--- config.mk ---
export PLATFORM = sky130hd
export DESIGN_NAME = fetch_queue
export DESIGN_NICKNAME = d
export VERILOG_FILES = /design/src/rtl/simple_processor_pkg.sv /design/src/rtl/fetch_queue.sv
export SDC_FILE = /design/constraint.sdc
export NUM_CORES = 1
export LEC_CHECK = 0
export CORE_MARGIN = 4
export CORE_UTILIZATION = 30
export DETAILED_ROUTE_END_ITERATION = 8
export PLACE_DENSITY = 0.63
export RECOVER_POWER = 100
export SETUP_SLACK_MARGIN = 0.15
export SYNTH_ARGS = -nofsm -noshare
export SYNTH_HDL_FRONTEND = slang
export SYNTH_SLANG_ARGS = --single-unit
--- constraint.sdc ---
create_clock -name clk_i -period 8.2 [get_ports clk_i]
set_clock_uncertainty 0.2 [all_clocks]
set_input_delay 1.64 -clock clk_i [delete_from_list [all_inputs] [get_ports clk_i]]
set_output_delay 1.64 -clock clk_i [all_outputs]
set_load 0.05 [all_outputs]
--- src/rtl/simple_processor_pkg.sv ---
// Shared processor-wide widths and payload types.
// Includes the fetch queue entry layout and its default depth.
package simple_processor_pkg;

    localparam int unsigned ADDR_WIDTH        = 16;
    localparam int unsigned DATA_WIDTH        = 32;
    localparam int unsigned FETCH_QUEUE_DEPTH = 2;

    typedef struct packed {
        logic [ADDR_WIDTH-1:0] pc;
        logic [DATA_WIDTH-1:0] instr;
    } fetch_entry_t;

endpackage

--- src/rtl/fetch_queue.sv ---
// Instruction fetch queue: buffers {pc, instr} responses from imem for the decoder.
// Optional same-cycle bypass of an empty queue with FETCH_QUEUE_BYPASS_EN.
module fetch_queue
    import simple_processor_pkg::*;
#(
    parameter int unsigned ADDR_WIDTH = simple_processor_pkg::ADDR_WIDTH,
    parameter int unsigned DATA_WIDTH = simple_processor_pkg::DATA_WIDTH,
    parameter int unsigned DEPTH      = simple_processor_pkg::FETCH_QUEUE_DEPTH
) (
    input  logic                  clk_i,
    input  logic                  arst_i,
    input  logic                  imem_ack_i,
    input  logic [DATA_WIDTH-1:0] imem_rdata_i,
    input  logic [ADDR_WIDTH-1:0] fetch_pc_i,
    input  logic                  flush_i,
    output logic                  full_o,
    output logic                  instr_valid_o,
    output logic [DATA_WIDTH-1:0] instr_o,
    output logic [ADDR_WIDTH-1:0] instr_pc_o,
    input  logic                  instr_ready_i,
    output logic                  overflow_o
);

    localparam int unsigned PTR_W = $clog2(DEPTH);
    localparam int unsigned CNT_W = PTR_W + 1;

    typedef struct packed {
        logic [ADDR_WIDTH-1:0] pc;
        logic [DATA_WIDTH-1:0] instr;
    } entry_t;

    entry_t             mem [DEPTH];
    logic [PTR_W-1:0]   wr_ptr_q, wr_ptr_d;
    logic [PTR_W-1:0]   rd_ptr_q, rd_ptr_d;
    logic [CNT_W-1:0]   count_q, count_d;
    logic               overflow_q, overflow_d;

    logic               head_valid;
    logic               full;
    logic               push;
    logic               pop;
    logic               bypass_take;
    entry_t             head;

    assign head_valid = (count_q != '0);
    assign full       = (count_q == CNT_W'(DEPTH));
    assign head       = mem[rd_ptr_q];
    assign pop        = head_valid && instr_ready_i && !flush_i;

`ifdef FETCH_QUEUE_BYPASS_EN
    // Empty queue forwards a live response straight to the decoder.
    logic bypass_valid;
    assign bypass_valid  = !head_valid && imem_ack_i && !flush_i;
    assign bypass_take   = bypass_valid && instr_ready_i;
    assign instr_valid_o = head_valid || bypass_valid;
    assign instr_o       = head_valid ? head.instr : (bypass_valid ? imem_rdata_i : '0);
    assign instr_pc_o    = head_valid ? head.pc    : (bypass_valid ? fetch_pc_i   : '0);
`else
    assign bypass_take   = 1'b0;
    assign instr_valid_o = head_valid;
    assign instr_o       = head_valid ? head.instr : '0;
    assign instr_pc_o    = head_valid ? head.pc    : '0;
`endif

    assign push       = imem_ack_i && (!full || pop) && !flush_i && !bypass_take;
    assign full_o     = full;
    assign overflow_o = overflow_q;

    // Next-state: flush wins over everything else.
    always_comb begin
        wr_ptr_d   = wr_ptr_q;
        rd_ptr_d   = rd_ptr_q;
        count_d    = count_q;
        overflow_d = overflow_q;
        if (flush_i) begin
            wr_ptr_d   = '0;
            rd_ptr_d   = '0;
            count_d    = '0;
            overflow_d = 1'b0;
        end else begin
            if (push) wr_ptr_d = wr_ptr_q + PTR_W'(1);
            if (pop)  rd_ptr_d = rd_ptr_q + PTR_W'(1);
            case ({push, pop})
                2'b10:   count_d = count_q + CNT_W'(1);
                2'b01:   count_d = count_q - CNT_W'(1);
                default: count_d = count_q;
            endcase
            if (imem_ack_i && full && !pop) overflow_d = 1'b1;
        end
    end

    always_ff @(posedge clk_i or posedge arst_i) begin
        if (arst_i) begin
            wr_ptr_q   <= '0;
            rd_ptr_q   <= '0;
            count_q    <= '0;
            overflow_q <= 1'b0;
        end else begin
            wr_ptr_q   <= wr_ptr_d;
            rd_ptr_q   <= rd_ptr_d;
            count_q    <= count_d;
            overflow_q <= overflow_d;
        end
    end

    // Storage is intentionally not reset; outputs are masked while empty.
    always_ff @(posedge clk_i) begin
        if (push) begin
            mem[wr_ptr_q] <= '{pc: fetch_pc_i, instr: imem_rdata_i};
        end
    end

endmodule
-- Word level (Yosys, flattened, before mapping)
Memories as Yosys holds them, arrays and structs flattened.
Index checks and enable logic that the tools add are counted.
- memories kept: 1
- bits in writable memories: 96
- register bits: 5
- bits of input ports: 53
- output and inout bits: 51
- multiplexer cells: 12
- equality and inequality tests: 3
- reduce and logical (&&, ||, !) cells: 15
- $add $sub $neg: 4
- memories (memory ; depth ; bits a word ; read ports ; clocked after memory_dff ; write ports ; RTL line ; RTL):
    mem ; 2 ; 48 ; 1 ; 0 ; 1 ; fetch_queue.sv:32 ; entry_t mem [DEPTH];
- operators with widths (cell ; number):
    two-way mux 32 bit ; 1
    two-way mux 16 bit ; 1
    two-way mux 1 bit ; 8
    nonzero test 2 bit ; 4
    logical AND 1 bit ; 6
    == test 2 bit (second input constant) ; 2
    case mux 2 bit (2 select lines) ; 1
    zero test 1 bit ; 3
    nonzero test 3 bit ; 1
    adder 1 bit (second input constant) ; 2
    adder 2 x 1 -> 2 bit (second input constant) ; 1
    == test 2 x 1 -> 1 bit (second input constant) ; 1
    two-way mux 2 bit ; 1
    subtractor 2 x 1 -> 2 bit (second input constant) ; 1
    logical OR 1 bit ; 1

-- Longest topological paths before layout
Gate-level depths: netlist of the first run.
- word-level depth: 9
- mapped depth: 5
- mapped depth without buffers: 3

-- Least setup slack after synthesis of the first run
No wires, ideal clock.
- path kind: in2reg
- start: in imem_ack_i
- end: mem mem[1][0] (netlist name), enable pin
- library setup time: 0.590 ns
- arrival time: 6.710 ns
- stages on the path: 2
- path buffers: 0
- data required time: 7.410 ns
- slack: 0.700 ns
- path through: inv_1 nor4b_1
- cells in the longest elaborated chain, start to end: 4
- RTL lines (element ; RTL line ; RTL):
    start, declared ; fetch_queue.sv:12 ; input logic imem_ack_i,
    logical AND 1 bit (2 in a row) ; fetch_queue.sv:65 ; assign push = imem_ack_i && (!full || pop) && !flush_i && !bypass_take;
    two-way mux 1 bit ; fetch_queue.sv:108 ; if (push) begin
    two-way mux 1 bit (not written as such) ; fetch_queue.sv:109 ; mem[wr_ptr_q] <= '{pc: fetch_pc_i, instr: imem_rdata_i};
    end, declared ; fetch_queue.sv:32 ;
Every way passes these cells.

-- Worst setup path in the final report of the first run
- start: in instr_ready_i
- end: mem mem[1][25] (netlist name), enable pin
- cells in the longest elaborated chain, start to end: 7
- RTL lines (element ; RTL line ; RTL):
    start, declared ; fetch_queue.sv:20 ; input logic instr_ready_i,
    logical AND 1 bit (2 in a row) ; fetch_queue.sv:48 ; assign pop = head_valid && instr_ready_i && !flush_i;
    logical OR 1 bit ; fetch_queue.sv:65 ;
    logical AND 1 bit (2 in a row) ; fetch_queue.sv:65 ;
    two-way mux 1 bit ; fetch_queue.sv:108 ;
    two-way mux 1 bit (not written as such) ; fetch_queue.sv:109 ;
Every way passes these cells.

==> impl_summary.txt, run 1 <==
----------------------------------------------------
[Setup path]
  Slowest cell on crit path ... sky130_fd_sc_hd__clkbuf_1
  Critical Path Source Type ... input pin
  Critical path peak fanout ... 48
  CP Buf/Inv Count ... 2
  Required time of the critical path ... 7.89 ns
  Crit path kind ... input pin to flop
  Worst reg-to-reg path cell count ... 3
  Critical path's top delay family ... buffers and inverters
  Kind of end point of the critical path ... flop
  Largest stage delay on the critical path ... 2.07 ns
  Data arrival time of the critical path ... 4.74 ns
  Number of gates on the worst path with buffers counted ... 4
  Critical path, cell by cell ... dlygate4sd3_1, nor3b_1, nor4b_1, clkbuf_1

[Cells and area]
  Number of nets at the end of the flow ... between 300 and 400
  Fraction of the core area covered by cells at the end of the flow ... 42.5%
  FF+latch area ... around 3000 um2
  Post-route cell area ... 5410 um2
  Syn-to-layout area delta ... 38.1%
  Layout cells sized above 1 ... 5.20%
  Area of the multi-input gates ... around 820 um2
  Number of fill cells ... about 1.2k
  Final antenna diode count ... 0

[Floorplanning]
  Die W ... 122 um
  Core ar. ... 12700 um2
  Die span in y ... 122 um
  Number of rows created at floorplan ... 41
  Die area ... 15000 um2
  Num ports ... 104
  Initial core utilization ... 30.8%

[Clock network]
  Cts-stage hold buffer count ... 0
  Clock-pin transition on the worst setup and hold timing paths ... 0.06 ns
  Clock insertion delay at the later pin of the skew report ... 0.33 ns
  Clock tree from TritonCTS ... yes
  Number of buffers on the longest clock path ... 2
  Root Buffer ... sky130_fd_sc_hd__clkbuf_16
  Number of setup buffers added after CTS ... 0
  CTS HTree Levels ... 3
  Post-CTS Resized ... 0
  TritonCTS buffer count ... 9
  Clock sinks ... 101

[Routing]
  Starting DRC count in detailed routing ... 93
  Mean routed wirelength per cell ... 14.8 um
  Via-to-Cell Ratio ... 4.29
  Pre-Repair DR Iteration Count ... 4
  Vias post-DR ... 2221
  Remaining antenna violation count after routing ... 0
  Drc violations ... 0
  Overall routed net length ... 7670 um

[Timing]
  Max-slew violation count ... 78
  Final-report hold violation count ... 0
  Final sum of negative setup slack ... 0 ns
  Final min period ... a little over 5 ns
  Final Setup Violations ... 0
  RSZ-0062 raised after global routing ... false
  Post-route fraction of the period consumed by the critical path ... between 60 and 70%
  Worst-Margin Slew ... 2.87 ns
  Fmax ... 198 MHz
  Max-Slew Margin vs Limit ... -91.3%

[Yosys]
  Commonest cells in the synthesized netlist ... sky130_fd_sc_hd__edfxtp_1 (96), sky130_fd_sc_hd__nor2_1 (52), sky130_fd_sc_hd__mux2i_1 (48)
  Synth area leader ... sky130_fd_sc_hd__edfxtp_1
  Yosys warns ... 0
  Cell area after synthesis ... a little under 4000 um2
  Count of flip-flops with a built-in enable after synthesis ... 96
  Mean post-synth cell area ... 16.6 um2
  Number of distinct library cells after synthesis ... 23
  Gate count of the mapped netlist ... 236
  Area contributors post-synth ... sky130_fd_sc_hd__edfxtp_1 (74%), sky130_fd_sc_hd__mux2i_1 (12%), sky130_fd_sc_hd__nor2_1 (5.0%)
  Area share of the leading cell type in the synthesized netlist ... 73.6%
  Top_reg_cell synth ... sky130_fd_sc_hd__edfxtp_1
  Leading cell type by number of instances after synthesis ... sky130_fd_sc_hd__edfxtp_1
  Async S/R FF share, synth ... 4.95%
  Sequential fraction of the synthesis area ... 76.8%
  Synthesized Nets ... 289
  Synthesis-stage register bit count ... 101

[Min path]
  Class of the tightest hold or removal check ... flop to flop
  Number of cells traversed by the worst hold path ... 2

[Pwr]
  Power share of the clock group ... between 30% and 40%
  Internal power contribution ... 0.000915 W
  Combinational share of power ... 15.7%
  Power density of the placed cells ... 225 nW/um2
  Static leakage ... 1.91 nW
  Switching pwr ... 0.000300 W
  Switching part of the total ... 24.7%
  Sequential power share ... 48.8%
  Maximum vdd ir drop ... 0.000143 V

[Placed design]
  Global placement routability congestion ... roughly 0.68
  Quantity of I/O buffers inserted on ports ... 103
  HPWL after detailed placement ... between 4000 and 5000 um
  Placed standard-cell area ... 5130 um2

[GRT]
  First-pass GRT wire length ... 12200 um
  Initial antenna violation count ... 0
  Number of global-route vias before repair ... around 2.4k
  Grt ovf ... 0
  Total routing resource utilization after global routing ... a little over a tenth
  Maximum number of pins on one net before global-route repair ... 50

[Run status]
  Violated checks ... max-capacitance violations, max-slew violations
  Run status ... finished with violations

[Job]
  Max-cap violation count ... 2

----------------------------------------------------
[logic make-up after synthesis]
kind of cell,count (synthesis),share of synthesized area (%)
muxes,48,12.3
buffers and inverters,16,2.59
DFF,101,76.8
and+or+nand+nor,64,7.25
AOI/OAI and AO/OA,6,0.926
xor gates and xnor gates,1,0.224
[layout by cell type, fill, tap and decap left out]
master / n
sky130_fd_sc_hd__clkbuf_1: 3
sky130_fd_sc_hd__nor4_1: 1
sky130_fd_sc_hd__and3_1: 1
sky130_fd_sc_hd__buf_4: 1
sky130_fd_sc_hd__dfrtp_2: 1
sky130_fd_sc_hd__nor2b_1: 2
sky130_fd_sc_hd__nand3_1: 1
sky130_fd_sc_hd__nor3b_1: 1
sky130_fd_sc_hd__dfrtp_1: 4
sky130_fd_sc_hd__bufinv_16: 2
sky130_fd_sc_hd__nor2_1: 52
sky130_fd_sc_hd__nor4_4: 1
sky130_fd_sc_hd__mux2i_1: 48
sky130_fd_sc_hd__clkinv_1: 1
sky130_fd_sc_hd__clkbuf_16: 9
sky130_fd_sc_hd__dlygate4sd3_1: 100
sky130_fd_sc_hd__a221oi_1: 1
sky130_fd_sc_hd__inv_1: 4
sky130_fd_sc_hd__nor2_4: 1
sky130_fd_sc_hd__a21oi_1: 3
sky130_fd_sc_hd__edfxtp_1: 96
sky130_fd_sc_hd__nor4b_1: 1
sky130_fd_sc_hd__o21bai_1: 1
sky130_fd_sc_hd__clkinv_2: 3
sky130_fd_sc_hd__xor2_1: 1
sky130_fd_sc_hd__clkdlybuf4s50_1: 3
sky130_fd_sc_hd__nand2b_1: 3
sky130_fd_sc_hd__o21ai_0: 1
[layer usage]
metal / up-vias / GRT usage, % / part of all wire (%)
li1: 1074 / - / -
met1: 1061 / 13.8 / 45
met2: 77 / 16.7 / 46
met3: 9 / 4.01 / 7.1
met4: 0 / 3.57 / 1.3
met5: - / 0 / 0
[final timing paths]
| path | to | startpoint | slack (ns) |
|---|---|---|---|
| setup reg to reg | mem[1][25] | count_q[1] | 4.48 |
| min in group asynchronous | overflow_o | arst_i | 1.45 |
| max in group asynchronous | rd_ptr_q | arst_i | 6.15 |
| setup / recovery | mem[1][25] | instr_ready_i | 3.15 |
| hold reg to reg | overflow_o | overflow_o | 0.29 |
| hold / removal | overflow_o | overflow_o | 0.29 |
[registers in the layout (all words and copies together), names as in the netlist]
name	count
rd_ptr_q	1
count_q	2
wr_ptr_q	1
mem	96
overflow_o	1
[cell type report]
| class | instances | share of cell area [%] |
|---|---|---|
| flip-flops and latches | 101 | 55.6 |
| well taps | 172 | 3.98 |
| clock inverters | 6 | 1.46 |
| clock buffers | 9 | 4.16 |
| repair buffers | 107 | 19.4 |
| multi-input cells | 119 | 15.1 |
| inverters | 4 | 0.277 |
[worst register-to-register path, delay by kind of cell, from the launching register on]
family | cells | cell delay [ns]
buf+inv | 1 | 2.07
flops | 1 | 0.48
simple gates | 2 | 0.50
[metrics by stage]
step | hold slack [ns] | cells | total power [W] | setup WS, ns
detailed placement | 0.294 | 503 | 0.000811 | 3.96
finish | 0.293 | 518 | 0.00122 | 3.15
global route | 0.333 | 518 | 0.00127 | 2.80
floorplan | 0.335 | 236 | 0.000732 | 0.700
CTS | 0.304 | 518 | 0.00125 | 3.59
global placement | 0.281 | 503 | 0.000808 | 4.02
[power by group through the flow]
| stage | Sequential [W] | Clock, W | Combinational [W] |
|---|---|---|---|
| 2_1_floorplan | 0.000603 | 0 | 0.000129 |
| 3_3_place_gp | 0.000602 | 0 | 0.000206 |
| 3_5_place_dp | 0.000603 | 0 | 0.000208 |
| 4_1_cts | 0.000592 | 0.000449 | 0.000209 |
| 5_1_grt | 0.000594 | 0.000469 | 0.000204 |
| 6_report | 0.000593 | 0.000432 | 0.000191 |
(Power assumes the default switching activity.)
==> run 2: changes to the inputs <==
==> constraint.sdc (replaced) <==
create_clock -name clk_i -period 4.7 [get_ports clk_i]
set_clock_uncertainty 0.2 [all_clocks]
set_input_delay 0.94 -clock clk_i [delete_from_list [all_inputs] [get_ports clk_i]]
set_output_delay 0.94 -clock clk_i [all_outputs]
set_load 0.05 [all_outputs]
==> run 2 against run 1 <==
The run still ends with max-capacitance violations, max-slew violations left. Power increased by 76%. Cell area stayed put. Worst hold slack gained 0.0055 ns. Via count about the same. Cell count unchanged. Core utilization stayed put. Critical path depth unchanged. Count of clock-buffer cells in the layout unchanged. Non-clock buffer count stayed put. Clock power is 79% higher. Global-route usage fell by 0.085 points. Die area stayed put. Critical path type is now flop to output pin.
==> impl_summary.txt, run 2 (same netlist as run 1, synthesis figures left out) <==
----------------------------------------------------
[Run status]
  Run status ... finished with violations
  Violated checks ... max-capacitance violations, max-slew violations

[Setup path]
  R2R Setup Slk ... 1.90 ns (-2.58 ns)
  Slowest cell on crit path ... sky130_fd_sc_hd__dlygate4sd3_1
  Critical path's top delay family ... buffers and inverters
  Critical path, cell by cell ... nor2_4, clkbuf_2, nor2_1, dlygate4sd3_1
  Kind of end point of the critical path ... output pin
  Crit path kind ... flop to output pin
  Critical Path Source Type ... flop
  Critical path peak fanout ... 31 (-35%)
  Largest stage delay on the critical path ... 0.79 ns (-1.28 ns)
  Data arrival time of the critical path ... 2.79 ns (-1.95 ns)
  Required time of the critical path ... 3.56 ns (-4.33 ns)
  CP Buf/Inv Count ... 2 (unchanged)

[Floorplanning]
  Die span in y ... 122 um (unchanged)
  Num ports ... 104 (unchanged)
  Initial core utilization ... 30.8% (unchanged)
  Number of rows created at floorplan ... 41 (unchanged)
  Die area ... 15000 um2 (unchanged)
  Die W ... 122 um (unchanged)
  Core ar. ... 12700 um2 (unchanged)

[Clock network]
  TritonCTS buffer count ... 9 (unchanged)
  Clock-pin transition on the worst setup and hold timing paths ... 0.06 ns (about the same)
  Post-CTS Resized ... 0 (unchanged)
  Root Buffer ... sky130_fd_sc_hd__clkbuf_16
  Clock sinks ... 101 (unchanged)
  Number of buffers on the longest clock path ... 2 (unchanged)
  Number of setup buffers added after CTS ... 0 (unchanged)
  Clock insertion delay at the later pin of the skew report ... 0.34 ns (about the same)
  CTS HTree Levels ... 3 (unchanged)
  Cts-stage hold buffer count ... 0 (unchanged)
  Clock tree from TritonCTS ... yes

[Timing]
  Final-report hold violation count ... 0 (unchanged)
  Final min period ... approximately 3.9 ns
  Post-route fraction of the period consumed by the critical path ... 83.6%
  Max-Slew Margin vs Limit ... -9.28% (+82 points)
  RSZ-0062 raised after global routing ... false
  Fmax ... roughly 250 MHz
  Hold Slack ... 0.298 ns (+0.00549 ns)
  Worst-Margin Slew ... 1.64 ns (-1.23 ns)
  Final Setup Violations ... 0 (unchanged)
  Final sum of negative setup slack ... 0 ns (unchanged)
  Max-slew violation count ... 29 (-63%)

[Routing]
  Pre-Repair DR Iteration Count ... 4 (unchanged)
  Overall routed net length ... 7660 um (-0.12%)
  Drc violations ... 0 (unchanged)
  Vias post-DR ... 2220 (-0.045%)
  Via-to-Cell Ratio ... 4.29 (about the same)
  Mean routed wirelength per cell ... 14.8 um (-0.12%)
  Remaining antenna violation count after routing ... 0 (unchanged)
  Starting DRC count in detailed routing ... 135 (+45%)

[Placed design]
  Global placement routability congestion ... 0.725 (+6.9%)
  HPWL after detailed placement ... 5000 um (+3.0%)
  Quantity of I/O buffers inserted on ports ... 103 (unchanged)

[GRT]
  Maximum number of pins on one net before global-route repair ... 50 (unchanged)
  Total routing resource utilization after global routing ... 10.6% (-0.085 points)
  Number of global-route vias before repair ... 2396 (+1.7%)
  Initial antenna violation count ... 1 (+1)
  First-pass GRT wire length ... 12000 um (-1.1%)
  Grt ovf ... 0 (unchanged)

[Cells and area]
  Number of nets at the end of the flow ... 395 (unchanged)
  Layout cells sized above 1 ... 5.49% (+0.29 points)
  Syn-to-layout area delta ... 38.1% (unchanged)
  Registers with the most flip-flops ... mem: 96 flops, count_q: 2 flops
  Final antenna diode count ... 0 (unchanged)
  Commonest cells after routing, fill and taps aside ... sky130_fd_sc_hd__dlygate4sd3_1 (99), sky130_fd_sc_hd__edfxtp_1 (96), sky130_fd_sc_hd__nor2_1 (52)
  Register with the most flip-flops ... mem
  Most common cell after layout, fill and taps aside ... sky130_fd_sc_hd__dlygate4sd3_1
  Max FFs per register ... 96 (unchanged)

[Pwr]
  Sum of internal, switching and leakage power ... 0.00214 W (+76%)
  Static leakage ... 1.90 nW (-0.49%)
  Power density of the placed cells ... 395 nW/um2 (+76%)
  Maximum vdd ir drop ... 0.000150 V (+5.0%)

[Min path]
  Class of the tightest hold or removal check ... flop to flop

[Job]
  Max-cap violation count ... 1 (-1)

----------------------------------------------------
run 2: cell types whose count changed in the layout (fill, tap and decap cells not counted), sizes merged:
| cell | delta |
|---|---|
| clkbuf | +1 |
| clkdlybuf4s50 | +1 |
| dlygate4sd3 | -1 |
| clkinv | -3 |
| clkinvlp | +2 |
| buf | -1 |
| inv | +1 |
run 2: where the power goes:
group          internal [W]  switching (W)
Clock              0.000463       0.000312
Combinational      0.000112       0.000199
Sequential          0.00102      0.0000286
run 2: layout make-up:
type	count	area [um2]
multi-input combinational	119	808
clock buffer	9	225
tap	172	215
timing repair buffer	107	1050
inverter	4	15.0
clock inverter	6	87.6
sequential	101	3010
fill	1206	7310
run 2: per-layer routing:
metal	track usage [%]	wire length (um)	up-vias
met3	3.50	567	14
met4	5.46	137	2
met5	0	13	-
li1	-	-	1070
met1	12.6	3240	1064
met2	17.3	3710	70
run 2: worst register-to-register path: stages, from the launching register on:
cell	delay (ns)
sky130_fd_sc_hd__dfrtp_1	0.48
sky130_fd_sc_hd__nor3b_2	0.22
sky130_fd_sc_hd__nor4_1	0.26
sky130_fd_sc_hd__clkbuf_1	1.22
run 2: through the flow:
stage	cells	utilization, %	area (um2)	worst slack [ns]
global placement	503	40.4	5140	1.35
detailed placement	503	40.4	5140	1.37
finish	518	42.5	5410	0.771
global route	518	42.5	5410	0.514
CTS	518	42.9	5450	0.979
floorplan	236	-	3930	0.291
run 2: worst paths after layout:
kind / from / to / cells after the start
setup / recovery: count_q[0] / instr_o[9] / 4
hold / removal: overflow_o / overflow_o / 2
setup reg to reg: count_q[1] / mem[0][4] / 3
hold reg to reg: overflow_o / overflow_o / 2
max in group asynchronous: arst_i / rd_ptr_q / 2
min in group asynchronous: arst_i / overflow_o / 2
==> run 3: changes to the inputs <==
==> constraint.sdc (replaced) <==
create_clock -name clk_i -period 3.9 [get_ports clk_i]
set_clock_uncertainty 0.2 [all_clocks]
set_input_delay 0.78 -clock clk_i [delete_from_list [all_inputs] [get_ports clk_i]]
set_output_delay 0.78 -clock clk_i [all_outputs]
set_load 0.05 [all_outputs]
==> run 3 against run 2 <==
The flow now finishes without violations. Register-to-register slack lost 0.60 ns. Setup slack got worse by 0.45 ns. Cell area rose by 0.14%. First-iteration DRC count down 56%. Flip-flop and latch count is the same. Wire length down 1.5%. Count of clock-buffer cells in the layout stayed put. Clock power increased by 11%.
==> impl_summary.txt, run 3 (same netlist as run 1, synthesis figures left out) <==
----------------------------------------------------
[Clock network]
  Clock-pin transition on the worst setup and hold timing paths ... 0.07 ns (about the same)
  Number of buffers on the longest clock path ... 2 (unchanged)
  CTS HTree Levels ... 3 (unchanged)
  Number of setup buffers added after CTS ... 0 (unchanged)
  Cts-stage hold buffer count ... 0 (unchanged)
  Root Buffer ... sky130_fd_sc_hd__clkbuf_16
  TritonCTS buffer count ... 9 (unchanged)
  Post-CTS Resized ... 0 (unchanged)
  Clock insertion delay at the later pin of the skew report ... 0.33 ns (about the same)
  Clock tree from TritonCTS ... yes
  Clock sinks ... 101 (unchanged)

[Floorplanning]
  Core ar. ... 12700 um2 (unchanged)
  Num ports ... 104 (unchanged)
  Die span in y ... 122 um (unchanged)
  Number of rows created at floorplan ... 41 (unchanged)
  Initial core utilization ... 30.8% (unchanged)
  Die W ... 122 um (unchanged)
  Die area ... 15000 um2 (unchanged)

[Cells and area]
  Most common cell after layout, fill and taps aside ... sky130_fd_sc_hd__edfxtp_1
  Registers with the most flip-flops ... mem: 96 flops, count_q: 2 flops
  Layout cells sized above 1 ... 6.36% (+0.87 points)
  Register with the most flip-flops ... mem
  Post-route cell area ... 5420 um2 (+0.14%)
  Syn-to-layout area delta ... 38.3%
  Commonest cells after routing, fill and taps aside ... sky130_fd_sc_hd__edfxtp_1 (96), sky130_fd_sc_hd__dlygate4sd3_1 (79), sky130_fd_sc_hd__nor2_1 (52)
  Final antenna diode count ... 0 (unchanged)
  Number of nets at the end of the flow ... 396 (+0.25%)
  Max FFs per register ... 96 (unchanged)

[GRT]
  Total routing resource utilization after global routing ... 10.3% (-0.31 points)
  First-pass GRT wire length ... 11900 um (-1.4%)
  Number of global-route vias before repair ... 2368 (-1.2%)
  Grt ovf ... 0 (unchanged)
  Maximum number of pins on one net before global-route repair ... 50 (unchanged)
  Initial antenna violation count ... 1 (unchanged)

[Placed design]
  Quantity of I/O buffers inserted on ports ... 103 (unchanged)
  HPWL after detailed placement ... 5000 um (about the same)
  Placed standard-cell area ... 5160 um2 (+0.39%)
  Global placement routability congestion ... 0.697 (-3.9%)

[Run status]
  Run status ... finished, final reports clean

[Timing]
  Final Setup Violations ... 0 (unchanged)
  Worst-Margin Slew ... 1.32 ns (-0.322 ns)
  RSZ-0062 raised after global routing ... false
  Final-report hold violation count ... 0 (unchanged)
  Final min period ... 3.58 ns
  Final sum of negative setup slack ... 0 ns (unchanged)
  Post-route fraction of the period consumed by the critical path ... approximately nine tenths
  Max-slew violation count ... 0 (-100%)
  Fmax ... 279 MHz
  Hold Slack ... 0.309 ns (+0.0107 ns)
  Max-Slew Margin vs Limit ... 12.2% (+21 points)

[Pwr]
  Sequential power share ... 50.4% (+1.2 points)
  Static leakage ... 1.87 nW (-2.0%)
  Power share of the clock group ... 34.2% (-2.1 points)
  Switching part of the total ... 25.5% (+0.26 points)
  Power density of the placed cells ... 464 nW/um2 (+17%)
  Internal power contribution ... 0.00187 W (+17%)
  Combinational share of power ... 15.4% (+0.9 points)
  Switching pwr ... 0.000641 W (+19%)
  Maximum vdd ir drop ... 0.000184 V (+23%)

[Setup path]
  Critical path peak fanout ... 31 (unchanged)
  Destination of the critical timing path ... instr_pc_o[11]
  Endpoint of the worst-slack reg-to-reg timing path ... mem[1][24]
  Startpoint of the worst register-to-register path ... count_q[1]
  Data arrival time of the critical path ... 2.60 ns (-0.19 ns)
  Critical Path Source Type ... flop
  Launching instance or port of the critical path ... count_q[0]
  Required time of the critical path ... 2.92 ns (-0.64 ns)
  Kind of end point of the critical path ... output pin
  R2R Setup Slk ... 1.30 ns (-0.60 ns)
  Worst reg-to-reg path cell count ... 3 (unchanged)
  Crit path kind ... flop to output pin

[Routing]
  Vias post-DR ... 2252 (+1.4%)
  Remaining antenna violation count after routing ... 0 (unchanged)
  Mean routed wirelength per cell ... 14.6 um (-1.5%)
  Pre-Repair DR Iteration Count ... 4 (unchanged)
  Via-to-Cell Ratio ... 4.35 (+1.4%)
  Drc violations ... 0 (unchanged)
  Overall routed net length ... 7550 um (-1.5%)
  Starting DRC count in detailed routing ... 60 (-56%)

[Job]
  Max-cap violation count ... 0 (-1)

[Min path]
  Class of the tightest hold or removal check ... flop to flop

----------------------------------------------------
[run 3: cell count changes in the layout (fill, tap and decap cells not counted), sizes merged, moves of 2 or more]
| cell | delta |
|---|---|
| dlygate4sd3 | -20 |
| clkinvlp | -2 |
| buf | +2 |
| clkdlybuf4s50 | +20 |
[run 3: metal layers]
metal / track usage [%] / up-vias / wire, um
met2: 17.1 / 71 / 3650
li1: - / 1077 / -
met1: 12.5 / 1091 / 3230
met4: 3.36 / 2 / 105
met5: 0 / - / 11
met3: 3.73 / 11 / 552
[run 3: layout make-up]
type	instances	area (um2)
Tap cell	172	215
Multi-Input combinational cell	119	818
Clock inverter	5	61.3
Sequential cell	101	3010
Inverter	4	15.0
Clock buffer	9	225
Fill cell	1197	7300
Timing Repair Buffer	108	1070
[run 3: critical path: stages, from the launching register on]
cell                            delay (ns)
sky130_fd_sc_hd__dfrtp_1              0.47
sky130_fd_sc_hd__nor2_2               0.68
sky130_fd_sc_hd__buf_12               0.28
sky130_fd_sc_hd__nor2_1               0.07
sky130_fd_sc_hd__dlygate4sd3_1        0.76
[run 3: worst min-delay path by stage]
stage / start / end / slack [ns] / cells after the start
floorplan: wr_ptr_q / wr_ptr_q / 0.33 / 2
global placement: overflow_o / overflow_o / 0.29 / 2
detailed placement: overflow_o / overflow_o / 0.31 / 2
CTS: overflow_o / overflow_o / 0.33 / 2
global route: overflow_o / overflow_o / 0.37 / 2
finish: overflow_o / overflow_o / 0.31 / 2
[run 3: stage by stage]
stage | power (W) | setup slack (ns) | std cells | util (%)
after global placement | 0.00170 | 0.766 | 504 | 40.6
after detailed placement | 0.00171 | 0.752 | 504 | 40.6
after CTS | 0.00258 | 0.354 | 518 | 42.8
after global routing | 0.00262 | 0.134 | 518 | 42.6
final | 0.00251 | 0.320 | 518 | 42.6
after floorplan | 0.00154 | -0.349 | 236 | -
[run 3: power groups by stage]
stage	clock, W	combinational (W)	sequential, W
6_report	0.000860	0.000387	0.00127
5_1_grt	0.000929	0.000414	0.00127
4_1_cts	0.000895	0.000417	0.00127
3_5_place_dp	0	0.000415	0.00129
3_3_place_gp	0	0.000412	0.00129
2_1_floorplan	0	0.000272	0.00127
